[config.mk]
export PLATFORM = sky130hd
export DESIGN_NAME = golden_compare_sequencer
export DESIGN_NICKNAME = d
export VERILOG_FILES = /design/src/rtl/golden_compare_pkg.sv /design/src/rtl/golden_compare_sequencer_sat_counter.sv /design/src/rtl/golden_compare_sequencer.sv
export SDC_FILE = /design/constraint.sdc
export NUM_CORES = 1
export LEC_CHECK = 0
export CAP_MARGIN = 20
export CORE_ASPECT_RATIO = 2
export CORE_UTILIZATION = 45
export CTS_CLUSTER_DIAMETER = 80
export CTS_CLUSTER_SIZE = 24
export DETAILED_ROUTE_END_ITERATION = 8
export GPL_TIMING_DRIVEN = 0
export PLACE_DENSITY_LB_ADDON = 0.1
export SLEW_MARGIN = 20
export SYNTH_ARGS = -nofsm -noshare
export SYNTH_HDL_FRONTEND = slang
export SYNTH_SLANG_ARGS = --single-unit
[constraint.sdc]
create_clock -name clk -period 3.3 [get_ports clk]
set_clock_uncertainty 0.1 [all_clocks]
set_input_delay 0.495 -clock clk [delete_from_list [all_inputs] [get_ports clk]]
set_output_delay 0.495 -clock clk [all_outputs]
set_load 0.02 [all_outputs]
[src/rtl/golden_compare_pkg.sv]
// Shared types, default widths and the masked-compare helper for the golden compare sequencer.
package golden_compare_pkg;

    localparam int unsigned TV_W_DEF      = 70;
    localparam int unsigned RV_W_DEF      = 41;
    localparam int unsigned START_BIT_DEF = 69;
    localparam int unsigned READY_BIT_DEF = 32;
    localparam int unsigned NUM_CH_DEF    = 1;
    localparam int unsigned CNT_W_DEF     = 32;
    localparam int unsigned TIMEOUT_DEF   = 64;
    // Widest result vector the compare helper accepts
    localparam int unsigned CMP_MAX_W     = 256;

    typedef enum logic [2:0] {
        IDLE,
        LAUNCH,
        WAIT,
        CMP,
        REPORT
    } state_e;

    // True when any unmasked bit differs between two zero-extended result vectors
    function automatic logic masked_ne(input logic [CMP_MAX_W-1:0] a,
                                       input logic [CMP_MAX_W-1:0] b,
                                       input logic [CMP_MAX_W-1:0] mask);
        return |((a ^ b) & mask);
    endfunction

endpackage

[src/rtl/golden_compare_sequencer_sat_counter.sv]
// Saturating up-counter with synchronous clear; clear beats increment.
module sat_counter #(
    parameter int unsigned W = 32
) (
    input  logic         clk,
    input  logic         rst,
    input  logic         clr,
    input  logic         inc,
    output logic [W-1:0] cnt
);

    logic [W-1:0] cnt_q;

    // Count register: clear first, then increment until all ones
    always_ff @(posedge clk or negedge rst) begin
        if (!rst) begin
            cnt_q <= '0;
        end else if (clr) begin
            cnt_q <= '0;
        end else if (inc && (cnt_q != {W{1'b1}})) begin
            cnt_q <= cnt_q + W'(1);
        end
    end

    assign cnt = cnt_q;

endmodule

[src/rtl/golden_compare_sequencer.sv]
// Drives one test vector into golden + faulty circuits, compares masked results per channel.
module golden_compare_sequencer
    import golden_compare_pkg::*;
#(
    parameter int unsigned     TV_W      = TV_W_DEF,
    parameter int unsigned     RV_W      = RV_W_DEF,
    parameter int unsigned     START_BIT = START_BIT_DEF,
    parameter int unsigned     READY_BIT = READY_BIT_DEF,
    parameter int unsigned     NUM_CH    = NUM_CH_DEF,
    parameter int unsigned     CNT_W     = CNT_W_DEF,
    parameter int unsigned     TIMEOUT   = TIMEOUT_DEF,
    parameter logic [RV_W-1:0] RV_MASK   = {RV_W{1'b1}}
) (
    input  logic                    clk,
    input  logic                    rst,
    input  logic                    tv_valid,
    input  logic [TV_W-1:0]         tv_data,
    output logic                    tv_ready,
    output logic [TV_W-1:0]         dut_tv,
    input  logic [RV_W-1:0]         golden_rv,
    input  logic [NUM_CH*RV_W-1:0]  faulty_rv,
    output logic                    res_valid,
    input  logic                    res_ready,
    output logic [NUM_CH-1:0]       res_mismatch,
    output logic                    res_timeout,
    input  logic                    clr_cnt,
    output logic [NUM_CH*CNT_W-1:0] err_cnt
);

    localparam int unsigned TMR_W = $clog2(TIMEOUT + 1);

    state_e                   state_q, state_d;
    logic [TV_W-1:0]          dut_tv_q, dut_tv_d;
    logic [TMR_W-1:0]         timer_q, timer_d;
    logic [NUM_CH-1:0]        mism_q, mism_d;
    logic                     timeout_q, timeout_d;
    logic [RV_W-1:0]          cap_gold_q, cap_gold_d;
    logic [NUM_CH*RV_W-1:0]   cap_faulty_q, cap_faulty_d;
    logic [NUM_CH-1:0]        cmp_c;
    logic [NUM_CH-1:0]        inc_c;

    // Masked per-channel compare of the results captured at the golden ready instant
    always_comb begin
        cmp_c = '0;
        for (int unsigned c = 0; c < NUM_CH; c++) begin
            cmp_c[c] = masked_ne(CMP_MAX_W'(cap_gold_q),
                                 CMP_MAX_W'(cap_faulty_q[c*RV_W +: RV_W]),
                                 CMP_MAX_W'(RV_MASK));
        end
    end

    // Next-state and datapath control
    always_comb begin
        state_d      = state_q;
        dut_tv_d     = dut_tv_q;
        timer_d      = timer_q;
        mism_d       = mism_q;
        timeout_d    = timeout_q;
        cap_gold_d   = cap_gold_q;
        cap_faulty_d = cap_faulty_q;
        inc_c        = '0;
        case (state_q)
            IDLE: begin
                if (tv_valid) begin
                    dut_tv_d            = tv_data;
                    dut_tv_d[START_BIT] = 1'b1;
                    state_d             = LAUNCH;
                end
            end
            LAUNCH: begin
                dut_tv_d[START_BIT] = 1'b0;
                timer_d             = '0;
                state_d             = WAIT;
            end
            WAIT: begin
                timer_d = timer_q + TMR_W'(1);
                if (golden_rv[READY_BIT]) begin
                    cap_gold_d   = golden_rv;
                    cap_faulty_d = faulty_rv;
                    state_d      = CMP;
                end else if (timer_q == TMR_W'(TIMEOUT)) begin
                    // Last WAIT cycle: result rises TIMEOUT+3 cycles after acceptance
                    timeout_d = 1'b1;
                    mism_d    = '0;
                    state_d   = REPORT;
                end
            end
            CMP: begin
                mism_d    = cmp_c;
                timeout_d = 1'b0;
                inc_c     = cmp_c;
                state_d   = REPORT;
            end
            REPORT: begin
                if (res_ready) begin
                    state_d = IDLE;
                end
            end
            default: state_d = IDLE;
        endcase
    end

    // State and datapath registers; reset aborts any vector in flight
    always_ff @(posedge clk or negedge rst) begin
        if (!rst) begin
            state_q      <= IDLE;
            dut_tv_q     <= '0;
            timer_q      <= '0;
            mism_q       <= '0;
            timeout_q    <= 1'b0;
            cap_gold_q   <= '0;
            cap_faulty_q <= '0;
        end else begin
            state_q      <= state_d;
            dut_tv_q     <= dut_tv_d;
            timer_q      <= timer_d;
            mism_q       <= mism_d;
            timeout_q    <= timeout_d;
            cap_gold_q   <= cap_gold_d;
            cap_faulty_q <= cap_faulty_d;
        end
    end

    // One saturating error counter per faulty channel
    for (genvar g = 0; g < NUM_CH; g++) begin : g_cnt
        sat_counter #(
            .W (CNT_W)
        ) u_cnt (
            .clk (clk),
            .rst (rst),
            .clr (clr_cnt),
            .inc (inc_c[g]),
            .cnt (err_cnt[g*CNT_W +: CNT_W])
        );
    end

    assign tv_ready     = (state_q == IDLE);
    assign res_valid    = (state_q == REPORT);
    assign dut_tv       = dut_tv_q;
    assign res_mismatch = mism_q;
    assign res_timeout  = timeout_q;

endmodule

### Word level (Yosys, flattened, before mapping)

Cells that the tools add are included.

| word-level totals | value |
|---|---|
| latch bits | 0 |
| word-level logic and storage cells | 52 |
| memories kept | 0 |
| register bits | 196 |
| RAM bits | 0 |
| memory bits (read-only) | 0 |

| operators by class | value |
|---|---|
| shift operators | 0 |
| $add $sub $neg | 2 |
| reduce and logical (&&, ||, !) cells | 12 |
| mux-type cells | 17 |
| bitwise logic cells | 1 |
| magnitude comparators | 0 |
| div/mod/pow operators | 0 |
| equality and inequality tests | 11 |
| multiply operators | 0 |

Operators with widths:

| cell | count |
|---|---|
| $mux W70 | 1 |
| $mux W32 | 2 |
| $reduce_or A41 Y1 | 1 |
| $xor A41 B41 Y41 | 1 |
| $add A32 B1 Y32 const B | 1 |
| $ne A32 B32 Y1 const B | 1 |
| $pmux W3 S5 | 1 |
| $pmux W7 S2 | 1 |
| $mux W3 | 4 |
| $reduce_bool A2 Y1 | 4 |
| $add A7 B1 Y7 const B | 1 |
| $eq A7 B7 Y1 const B | 1 |
| $eq A3 B2 Y1 const B | 2 |
| $ne A2 B2 Y1 const B | 3 |
| $pmux W1 S2 | 3 |
| $reduce_and A2 Y1 | 3 |
| $reduce_and A3 Y1 | 2 |
| $mux W1 | 5 |
| $eq A3 B1 Y1 const B | 1 |
| $eq A3 B3 Y1 const B | 1 |
| $logic_not A3 Y1 | 1 |
| $ne A3 B3 Y1 const B | 1 |
| $ne A2 B1 Y1 const B | 1 |
| $logic_and A1 B1 Y1 | 1 |

### Logic depth before layout (Yosys ltp)

Gate-level depths: netlist of the first run.

| depth | value |
|---|---|
| word-level depth | 6 |
| mapped depth | 9 |
| gate-level depth less buffers | 7 |

### Hierarchy

From an unflattened synthesis of the first run, not the netlist that was laid out.

| unflattened totals | value |
|---|---|
| cell total of the unflattened synthesis | 662 |
| area total of the unflattened synthesis | 9059.9 µm² |

Modules (own cells, without submodules):

| module | cells an instance | area an instance (µm²) | sequential area each (µm²) | times used |
|---|---|---|---|---|
| golden_compare_sequencer | 464 | 7205.7 | 4103.9 | 1 |
| sat_counter | 198 | 1854.3 | 800.8 | 1 |

### Worst setup path before layout of the first run

Ideal clock, no wire load.

| timing | value |
|---|---|
| path type | register to register |
| start point | reg state_q[1] |
| end point | reg dut_tv_q[38] (netlist: dut_tv[38]) |
| slack | 859 ps |
| setup time | 128 ps |
| cell stages (with the launch flop) | 8 |
| data arrival time | 2214 ps |
| path through | dfrtp_1 -> buf_2 -> nor3_1 -> and2_1 -> clkbuf_1 -> buf_2 -> buf_2 -> mux2_1 |

| on the way | value |
|---|---|
| cells in the longest elaborated chain, start to end | 2 |

Ends and longest elaborated chain:

| element | RTL line | RTL |
|---|---|---|
| from (decl) | golden_compare_sequencer.sv:32 | `state_e state_q, state_d;` |
| from (signal assigned) | golden_compare_sequencer.sv:114 | `state_q <= state_d;` |
| $logic_not A3 Y1 | n/a |  |
| net tv_ready | golden_compare_sequencer.sv:18 | `output logic tv_ready,` |
| $reduce_and A2 Y1 (no source line) | n/a |  |
| to (signal assigned) | golden_compare_sequencer.sv:115 | `dut_tv_q <= dut_tv_d;` |
| to (decl) | golden_compare_sequencer.sv:33 | `logic [TV_W-1:0] dut_tv_q, dut_tv_d;` |

The timed path passes the listed nets, and every way through them passes these cells.
A chain may end at the register's enable or synchronous reset.

### Worst setup path in the final report of the first run

| timing | value |
|---|---|
| start point | reg cap_faulty_q[11] |
| end point | reg g_cnt[0].u_cnt.cnt_q[2] |

| on the way | value |
|---|---|
| cells in the longest elaborated chain, start to end | 5 |

Ends and longest elaborated chain:

| element | RTL line | RTL |
|---|---|---|
| from (decl) | golden_compare_sequencer.sv:38 | `logic [NUM_CH*RV_W-1:0] cap_faulty_q, cap_faulty_d;` |
| from (signal assigned) | golden_compare_sequencer.sv:120 | `cap_faulty_q <= cap_faulty_d;` |
| $xor A41 B41 Y41 | golden_compare_pkg.sv:26 | `return \|((a ^ b) & mask);` |
| $reduce_or A41 Y1 | golden_compare_pkg.sv:26 |  |
| $mux W1 | golden_compare_sequencer.sv:62 | `case (state_q)` |
| $logic_and A1 B1 Y1 | golden_compare_sequencer_sat_counter.sv:20 | `end else if (inc && (cnt_q != {W{1'b1}})) begin` |
| $reduce_bool A2 Y1 (no source line) | n/a |  |
| to (signal assigned) | golden_compare_sequencer_sat_counter.sv:21 | `cnt_q <= cnt_q + W'(1);` |
| to (decl) | golden_compare_sequencer_sat_counter.sv:12 | `logic [W-1:0] cnt_q;` |

No other way between the ends.

==> results.md, run 1 <==
- R2R Path End: g_cnt[0].u_cnt.cnt[2]
- Buffers on Ports: 261
- FP Rows: 72
- Post-synth EDFFs: 0
- Chip height: 200.1 microns
- Synth unique cells: 43
- DRC violations left: 0
- Asr flop ratio synth: 100.0%
- Setup Total Neg Slack: 0 ps
- Largest area contributor in the netlist: dfrtp_1
- Most numerous cell in the Yosys netlist: dfrtp_1
- CTS resizes: 0
- Worst r2r src: cap_faulty_q[11]
- Hold WS: 383.2 ps
- Leakage dissipation: 5.075 nW
- Number of global-route vias before repair: 6642
- Fraction of layout cells with a size suffix above 1: 23.11%
- DRT antenna net count: 0
- Top area cells in the synthesized netlist: dfrtp_1 56%, mux2_2 18%, xor2_1 4.1%, mux2_4 2.0%, mux2_1 1.9%
- Hold buffers post-CTS: 1
- Final wirelength: 22.54 mm
- Largest net degree at the start of global routing: 95
- Clk buf depth: 2
- Worst-margin pin slew: 603.4 ps
- Final worst slack: 602.9 ps
- Worst R2R Setup Slack: 600 ps
- Slew headroom: 59.77%
- Max Cap Viol: 0
- Die area: 0.02022 sq mm
- Post-synth top area share: 55.56%
- Initial antenna violation count: 1
- Net switching power: 3.405 mW
- Seq pwr share: 39.5%
- Status: completed
- Multi-input logic area: 0.003711 sq mm
- # clock sinks: 196
- Most frequent cells after synthesis: 196 x dfrtp_1, 140 x mux2_2, 41 x xor2_1
- Syn_area_per_cell: 12.94 sq um
- GPL Wtd Cong: 0.8027
- Area Growth Syn to Fin: 40.25%
- DR WL/cell: 18.19 microns
- Tmin final: 2697 ps
- Ports: 263
- Combinational Power Share: 41.4%
- Die W: 101.0 microns
- Crit Path Class: reg -> reg
- Post-Place Worst Slack: 413.5 ps
- Layout net count: 1125
- Fillers: 1617
- Max Transition Viols Final: 0
- Max Freq: 370.8 MHz
- Setup crit end kind: flip-flop
- First-pass GRT wire length: 35.06 mm
- Hold path endpoint: dut_tv[44]
- Post-CTS Setup Bufs: 0
- Sequential cell area: 0.004905 sq mm
- Clock power share: 19.1%
- H-tree levels: 4
- GRT Total Usage: 23.48%
- #FFs+latches synth: 196
- Final setup violation count: 0
- VDD IR max: 484.1 uV
- Tcrit/Tclk final: 81.73%
- Critical Path Fanout Max: 10
- Reg2reg path depth: 7
- Worst Path Arrival: 2930 ps
- Net Sw Frac: 33.59%
- RSZ-0062 raised after global routing: no
- TritonCTS clock tree: done
- DP HPWL: 17.17 mm
- Remaining Overflow, GRT: 0
- Dominant synthesized flop cell: dfrtp_1
- First-pass DRT Iterations: 4
- Design internal power: 6.732 mW
- Core ar.: 0.01928 sq mm
- Total chip power: 10.14 mW
- CP required: 3530 ps
- CP Launch Point: cap_faulty_q[11]
- Root Driver: clkbuf_16
- DR iter-0 viols: 158
- Num CTS Buffers: 17
- Synthesized area: 0.008828 sq mm
- Hold Path Class: reg -> reg
- P per Cell Area: 818.7 mW/mm^2
- Hold path start: dut_tv[44]
- Vias per cell: 5.132
- Via count: 6358
- Hold Path Cell Cnt: 1
- Seq/Total Area, Yosys: 55.56%
- Starting density of the core: 45.79%
- Clk_lat worst skew: 440 ps
- Synth warnings: 0
- Final Hold Fails: 0
- Syn Inst Count: 682
- Kind of start point of the critical path: flip-flop
- Syn Nets: 842
- CTS clk-pin slew, worst paths: 70 ps
==> power by group through the flow <==
stage	logic, mW	registers, mW	clock network (mW)
final	4.20	4.00	1.94
after global routing	4.52	4.14	2.09
after CTS	4.27	4.01	2.00
after detailed placement	4.25	4.06	0
after global placement	4.19	4.02	0
after floorplan	2.01	4.52	0
==> metal layers <==
metal	wire, microns	track usage [%]	vias up
met5	0	0	-
met4	766	11.00	0
met3	904	5.815	38
met2	13150	43.89	179
met1	7717	23.95	3156
li1	-	-	2985
==> layout by cell type, fill, tap and decap left out, types with 15 or more instances in the layout <==
master	count
a21oi_1	23
buf_2	17
clkbuf_1	15
clkbuf_16	17
clkdlybuf4s50_1	260
dfrtp_1	196
mux2_1	15
mux2_2	140
nand2_1	19
nand3_1	19
nor2_1	35
nor2b_1	19
o21ai_0	16
xor2_1	41
==> state kept, by name (all words and copies together), names as in the netlist <==
name,flops
cap_faulty_q,41
cap_gold_q,41
dut_tv,70
g_cnt.u_cnt.cnt,32
res_mismatch,1
res_timeout,1
state_q,3
timer_q,7
==> cell families after synthesis <==
kind of cell	synth area share [%]
AOI/OAI and AO/OA	4.294
xor gates and xnor gates	4.067
adders and majority gates	0.4252
buffers and inverters	2.409
DFF	55.56
muxes	22.15
and+or+nand+nor	11.10
==> through the flow <==
step / cells / area [sq um] / util [%]
global route: 1238 / 12380 / 64.21
CTS: 1237 / 12380 / 64.20
global placement: 1202 / 11770 / 61.03
floorplan: 682 / 8828 / -
detailed placement: 1204 / 11830 / 61.34
finish: 1239 / 12380 / 64.23
==> worst max path at each step <==
stage | to | slack [ps]
floorplan | dut_tv[38] | 860
global placement | dut_tv[18] | -6870
detailed placement | dut_tv[43] | 410
CTS | dut_tv[43] | 520
global route | g_cnt[0].u_cnt.cnt[7] | 430
finish | g_cnt[0].u_cnt.cnt[2] | 600
==> area by class of cell <==
| type | count | area share [%] |
|---|---|---|
| inverters | 6 | 0.1819 |
| clock inverters | 9 | 0.4345 |
| plain buffers | 36 | 1.536 |
| clock buffers | 23 | 3.941 |
| multi-input cells | 444 | 29.97 |
| well taps | 259 | 2.617 |
| diodes | 2 | 0.04042 |
| repair buffers | 264 | 21.67 |
| flip-flops and latches | 196 | 39.61 |
==> critical path, stage by stage, from the launching register on <==
cell,delay (ps)
dfrtp_1,390
xor2_1,160
nor4_1,520
nand4_1,320
o31ai_4,470
buf_6,240
nor3b_1,80
mux2_4,300
Note: power is estimated with default switching activity, not from simulation.
==> inputs of run 2 (changes only) <==
clock period = 2.6 ns   (was 3.3 ns; I/O delays follow)
==> results.md, run 2 (synthesis results as in run 1) <==
- Status: completed
- Max incr delay on CP: 410 ps (-110 ps)
- # clock sinks: 196 (unchanged)
- GPL Wtd Cong: 0.8027 (unchanged)
- Critical Path Fanout Max: 5 (-5)
- Fin util: 64.73% (+0.50 points)
- Fraction of layout cells with a size suffix above 1: 24.37% (+1.3 points)
- Root Driver: clkbuf_16
- Final Hold Fails: 0 (unchanged)
- Clk buf depth: 2 (unchanged)
- Max Transition Viols Final: 0 (unchanged)
- DR iter-0 viols: 159 (+0.63%)
- Num CTS Buffers: 17 (unchanged)
- Design Area, Final: 0.01248 sq mm (+0.78%)
- Length of routed met3 wiring: 905 microns (+0.11%)
- Number of global-route vias before repair: 6666 (+0.36%)
- GRT Total Usage: 23.51% (+0.030 points)
- Final wirelength: 22.65 mm (+0.47%)
- Layout net count: 1132 (+0.62%)
- Initial antenna violation count: 1 (unchanged)
- RSZ-0062 raised after global routing: no
- Hold Path Class: in -> async
- Tcrit/Tclk final: 96.81% (+15 points)
- Remaining Overflow, GRT: 0 (unchanged)
- P per Cell Area: 1041 mW/mm^2 (+27%)
- Worst-margin pin slew: 605.7 ps (+2.245 ps)
- Wire length on met1: 7.774 mm (+0.74%)
- Slowest CP cell: nor4_2
- VDD IR max: 614.9 uV (+27%)
- Slew headroom: 59.62% (-0.15 points)
- Commonest non-fill, non-tap cells in the layout: 260 x clkdlybuf4s50_1, 195 x dfrtp_1, 140 x mux2_2
- Total chip power: 12.99 mW (+28%)
- Final worst slack: 82.82 ps (-520.1 ps)
- Most common cell after layout, fill and taps aside: clkdlybuf4s50_1
- Vias per cell: 5.122 (-0.19%)
- Die area: 0.02022 sq mm (unchanged)
- Largest net degree at the start of global routing: 95 (unchanged)
- Starting density of the core: 45.79% (unchanged)
- Buffers on Ports: 261 (unchanged)
- DP HPWL: 17.17 mm (unchanged)
- TritonCTS clock tree: done
- Post-Place Worst Slack: -181.5 ps (-595.0 ps)
- Number of flip-flops in the largest register: 70 (unchanged)
- Kind of start point of the critical path: flip-flop
- Setup crit end kind: flip-flop
- Core ar.: 0.01928 sq mm (unchanged)
- DRT antenna net count: 0 (unchanged)
- DR WL/cell: 18.18 microns (about the same)
- Worst path cell trace: xor2_1 -> nor4_2 -> nand4_1 -> o31ai_4 -> buf_12 -> clkbuf_4 -> nor3_2 -> mux2_4
- DRC violations left: 0 (unchanged)
- Area Growth Syn to Fin: 41.34%
- Setup Total Neg Slack: 0 ps (unchanged)
- Crit path max-delay family: simple AND/OR/NAND/NOR gates
- Final setup violation count: 0 (unchanged)
- Ports: 263 (unchanged)
- Die W: 101.0 microns (unchanged)
- Tmin final: 2517 ps (-179.9 ps)
- Worst Path Arrival: 2740 ps (-190 ps)
- Leakage dissipation: 5.118 nW (+0.87%)
- Clk_lat worst skew: 440 ps (about the same)
- First-pass DRT Iterations: 4 (unchanged)
- CP required: 2830 ps (-700 ps)
- Via count: 6382 (+0.38%)
- Max Freq: 397.3 MHz (+7.1%)
- CTS clk-pin slew, worst paths: 70 ps (about the same)
- Uppermost layer routed: met4
- Chip height: 200.1 microns (unchanged)
- Cell Count, Final, Fillers Out: 1246 (+0.56%)
- CP bufs+invs: 2 (+1)
- Crit Path Class: reg -> reg
- FP Rows: 72 (unchanged)
- DP Cell Count: 1204 (unchanged)
- Hold WS: 295.2 ps (-87.97 ps)
- First-pass GRT wire length: 35.12 mm (+0.18%)
- DP Area: 0.01183 sq mm (unchanged)
- H-tree levels: 4 (unchanged)
- Met2 WL: 13.20 mm (+0.34%)
- Max Cap Viol: 0 (unchanged)
-- run 2: cell types whose count changed in the layout (fill, tap and decap cells not counted), sizes merged --
cell  before  now
buf       26   33
-- run 2: path summary, 6_finish.rpt --
path / startpoint / end / slack (ps) / depth (start not counted)
max: cap_faulty_q[16] / g_cnt[0].u_cnt.cnt[10] / 80 / 8
min: rst / dut_tv[64] / 300 / 2
max reg2reg: cap_faulty_q[16] / g_cnt[0].u_cnt.cnt[10] / 80 / 8
min reg2reg: dut_tv[44] / dut_tv[44] / 380 / 1
max in group asynchronous: rst / dut_tv[23] / 950 / 4
min in group clk: dut_tv[44] / dut_tv[44] / 380 / 1
-- run 2: final cells by class --
type	count	area [sq um]
well taps	259	324.1
clock buffers	23	488.0
plain buffers	35	186.4
flip-flops and latches	196	4906
fillers	1603	6800
diodes	2	5.005
inverters	6	22.52
multi-input cells	444	3737
repair buffers	272	2755
clock inverters	9	53.80
-- run 2: power breakdown --
group | internal (mW) | switching, mW | total, mW
clock | 1.32 | 1.14 | 2.46
combinational | 2.95 | 2.49 | 5.45
sequential | 4.33 | 0.750 | 5.08
-- run 2: metal layers --
metal,vias up,global-route usage (%)
li1,3001,-
met5,-,0
met4,0,11.00
met3,39,5.850
met2,178,43.97
met1,3164,23.95
-- run 2: what timing repair did --
| action | in CTS | in global routing |
|---|---|---|
| pin swaps | 0 | 4 |
| buffers inserted | 0 | 7 |
| endpoints found under the hold margin | 30 | 0 |
| hold buffers | 1 | 0 |
| gates resized for setup | 4 | 3 |
| gates cloned | 0 | 1 |
| endpoints found under the setup margin | 36 | 29 |
==> inputs of run 3 (changes only) <==
GPL_TIMING_DRIVEN = unset   (was 0)
PLACE_DENSITY = 0.85   (was unset)
PLACE_DENSITY_LB_ADDON = unset   (was 0.1)
==> results.md, run 3 (synthesis results as in run 1) <==
- Remaining Overflow, GRT: 0 (unchanged)
- RSZ-0062 raised after global routing: no
- GPL Wtd Cong: 0.7924 (-1.3%)
- R2R Path End: g_cnt[0].u_cnt.cnt[26]
- Max Transition Viols Final: 0 (unchanged)
- Fillers: 1484 (-7.4%)
- Initial antenna violation count: 1 (unchanged)
- First-pass DRT Iterations: 4 (unchanged)
- Final setup violation count: 0 (unchanged)
- Critical path capture point: g_cnt[0].u_cnt.cnt[26]
- Final Hold Fails: 0 (unchanged)
- DP Cell Count: 1187 (-1.4%)
- DP Area: 0.01185 sq mm (+0.18%)
- P per Cell Area: 1062 mW/mm^2 (+2.0%)
- CP Launch Point: g_cnt[0].u_cnt.cnt[1]
- Kind of start point of the critical path: flip-flop
- Buffers on Ports: 261 (unchanged)
- Number of flip-flops in the largest register: 70 (unchanged)
- # clock sinks: 196 (unchanged)
- Reg2reg path depth: 6 (-2)
- Tmin final: 2424 ps (-93.19 ps)
- Final wirelength: 21.15 mm (-6.6%)
- Layout net count: 1108 (-2.1%)
- DR iter-0 viols: 144 (-9.4%)
- Slew headroom: 60.88% (+1.3 points)
- Largest net degree at the start of global routing: 68 (-28%)
- Worst R2R Setup Slack: 180 ps (+90 ps)
- Cell Count, Final, Fillers Out: 1221 (-2.0%)
- Most common cell after layout, fill and taps aside: clkdlybuf4s50_1
- Status: completed
- Clk buf depth: 2 (unchanged)
- Ports: 263 (unchanged)
- Die area: 0.02022 sq mm (unchanged)
- DP HPWL: 15.85 mm (-7.7%)
- Critical Path Fanout Max: 6 (+1)
- TritonCTS clock tree: done
- DRC violations left: 0 (unchanged)
- Vias per cell: 5.210 (+1.7%)
- Worst-margin pin slew: 584.9 ps (-20.78 ps)
- First-pass GRT wire length: 32.68 mm (-7.0%)
- Setup Total Neg Slack: 0 ps (unchanged)
- CTS clk-pin slew, worst paths: 70 ps (about the same)
- Setup crit end kind: flip-flop
- Core ar.: 0.01928 sq mm (unchanged)
- GRT Total Usage: 21.39% (-2.1 points)
- Worst r2r src: g_cnt[0].u_cnt.cnt[1]
- DRT antenna net count: 0 (unchanged)
- DR WL/cell: 17.33 microns (-4.7%)
- Hold Path Class: reg -> reg
- Number of global-route vias before repair: 6511 (-2.3%)
- Clk_lat worst skew: 440 ps (about the same)
- Commonest non-fill, non-tap cells in the layout: 260 x clkdlybuf4s50_1, 196 x dfrtp_1, 140 x mux2_2
- Hold WS: 383.8 ps (+88.57 ps)
- Design Area, Final: 0.01252 sq mm (+0.33%)
- Leakage dissipation: 5.109 nW (-0.19%)
- Root Driver: clkbuf_16
- Starting density of the core: 45.79% (unchanged)
- Max Freq: 412.5 MHz (+3.8%)
- Num CTS Buffers: 17 (unchanged)
- Max Cap Viol: 0 (unchanged)
- Area Growth Syn to Fin: 41.81%
- Die W: 101.0 microns (unchanged)
- CP required: 2820 ps (about the same)
- Crit Path Class: reg -> reg
- Via count: 6362 (-0.31%)
- FP Rows: 72 (unchanged)
- H-tree levels: 4 (unchanged)
- Worst Path Arrival: 2640 ps (-100 ps)
- Fraction of layout cells with a size suffix above 1: 23.52% (-0.85 points)
- Chip height: 200.1 microns (unchanged)
- Post-CTS Setup Bufs: 0 (unchanged)
- Tcrit/Tclk final: 93.23% (-3.6 points)
- VDD IR max: 781.1 uV (+27%)
-- run 3: cell count changes in the layout (fill, tap and decap cells not counted), sizes merged --
cell      change
clkinv        -5
inv           +5
clkinvlp      -1
clkbuf       -16
buf          -12
bufinv        +5
diode         -1
-- run 3: layout make-up --
type                            count  area [sq um]  area share [%]
Clock buffer                       19         442.9           3.538
Sequential cell                   196          4905           39.18
Tap cell                          259         324.1           2.588
Multi-Input combinational cell    444          3721           29.72
Antenna cell                        1         2.502         0.01999
Inverter                            6         22.52          0.1799
Clock inverter                     13         217.7           1.739
Timing Repair Buffer              283          2884           23.04
-- run 3: report_power, final --
| part | internal (mW) | switching [mW] | leakage [nW] |
|---|---|---|---|
| sequential | 4.33 | 0.769 | 2.40 |
| clock | 1.75 | 1.19 | 0.321 |
| combinational | 2.91 | 2.34 | 2.39 |
| total | 8.99 | 4.30 | 5.11 |
-- run 3: worst min path at each step --
stage	from	slack [ps]	depth (start not counted)	to
global placement	rst	330	1	cap_faulty_q[31]
global route	cap_gold_q[32]	410	1	cap_gold_q[32]
finish	dut_tv[47]	380	1	dut_tv[47]
floorplan	rst	-6	0	cap_faulty_q[0]
detailed placement	rst	330	1	cap_gold_q[31]
CTS	dut_tv[39]	390	1	dut_tv[39]
-- run 3: what timing repair did --
item	in CTS	in global routing
hold endpoints to repair	58	0
resized for setup	0	0
hold buffers	1	0
-- run 3: metrics by stage --
stage	setup WS, ps	total power, mW	util, %
finish	176.0	13.30	64.94
global route	44.21	14.06	64.94
CTS	141.3	13.47	64.93
detailed placement	172.5	10.47	61.45
global placement	198.2	10.25	61.45
floorplan	158.6	8.284	-
-- run 3: critical path, cell delays in order, from the launching register on --
cell and delay (ps):
dfrtp_1 450, ha_1 220, nand3_1 200, nor4_4 420, nand3_1 260, nor4_1 300
mux2_1 370
-- run 3: routing by layer --
| metal | GRT usage [%] | share of wire, % | up-vias |
|---|---|---|---|
| met1 | 22.45 | 35 | 3180 |
| li1 | - | - | 2965 |
| met4 | 10.04 | 3.2 | 0 |
| met2 | 40.24 | 58 | 179 |
| met5 | 0 | 0 | - |
| met3 | 4.004 | 3.2 | 38 |
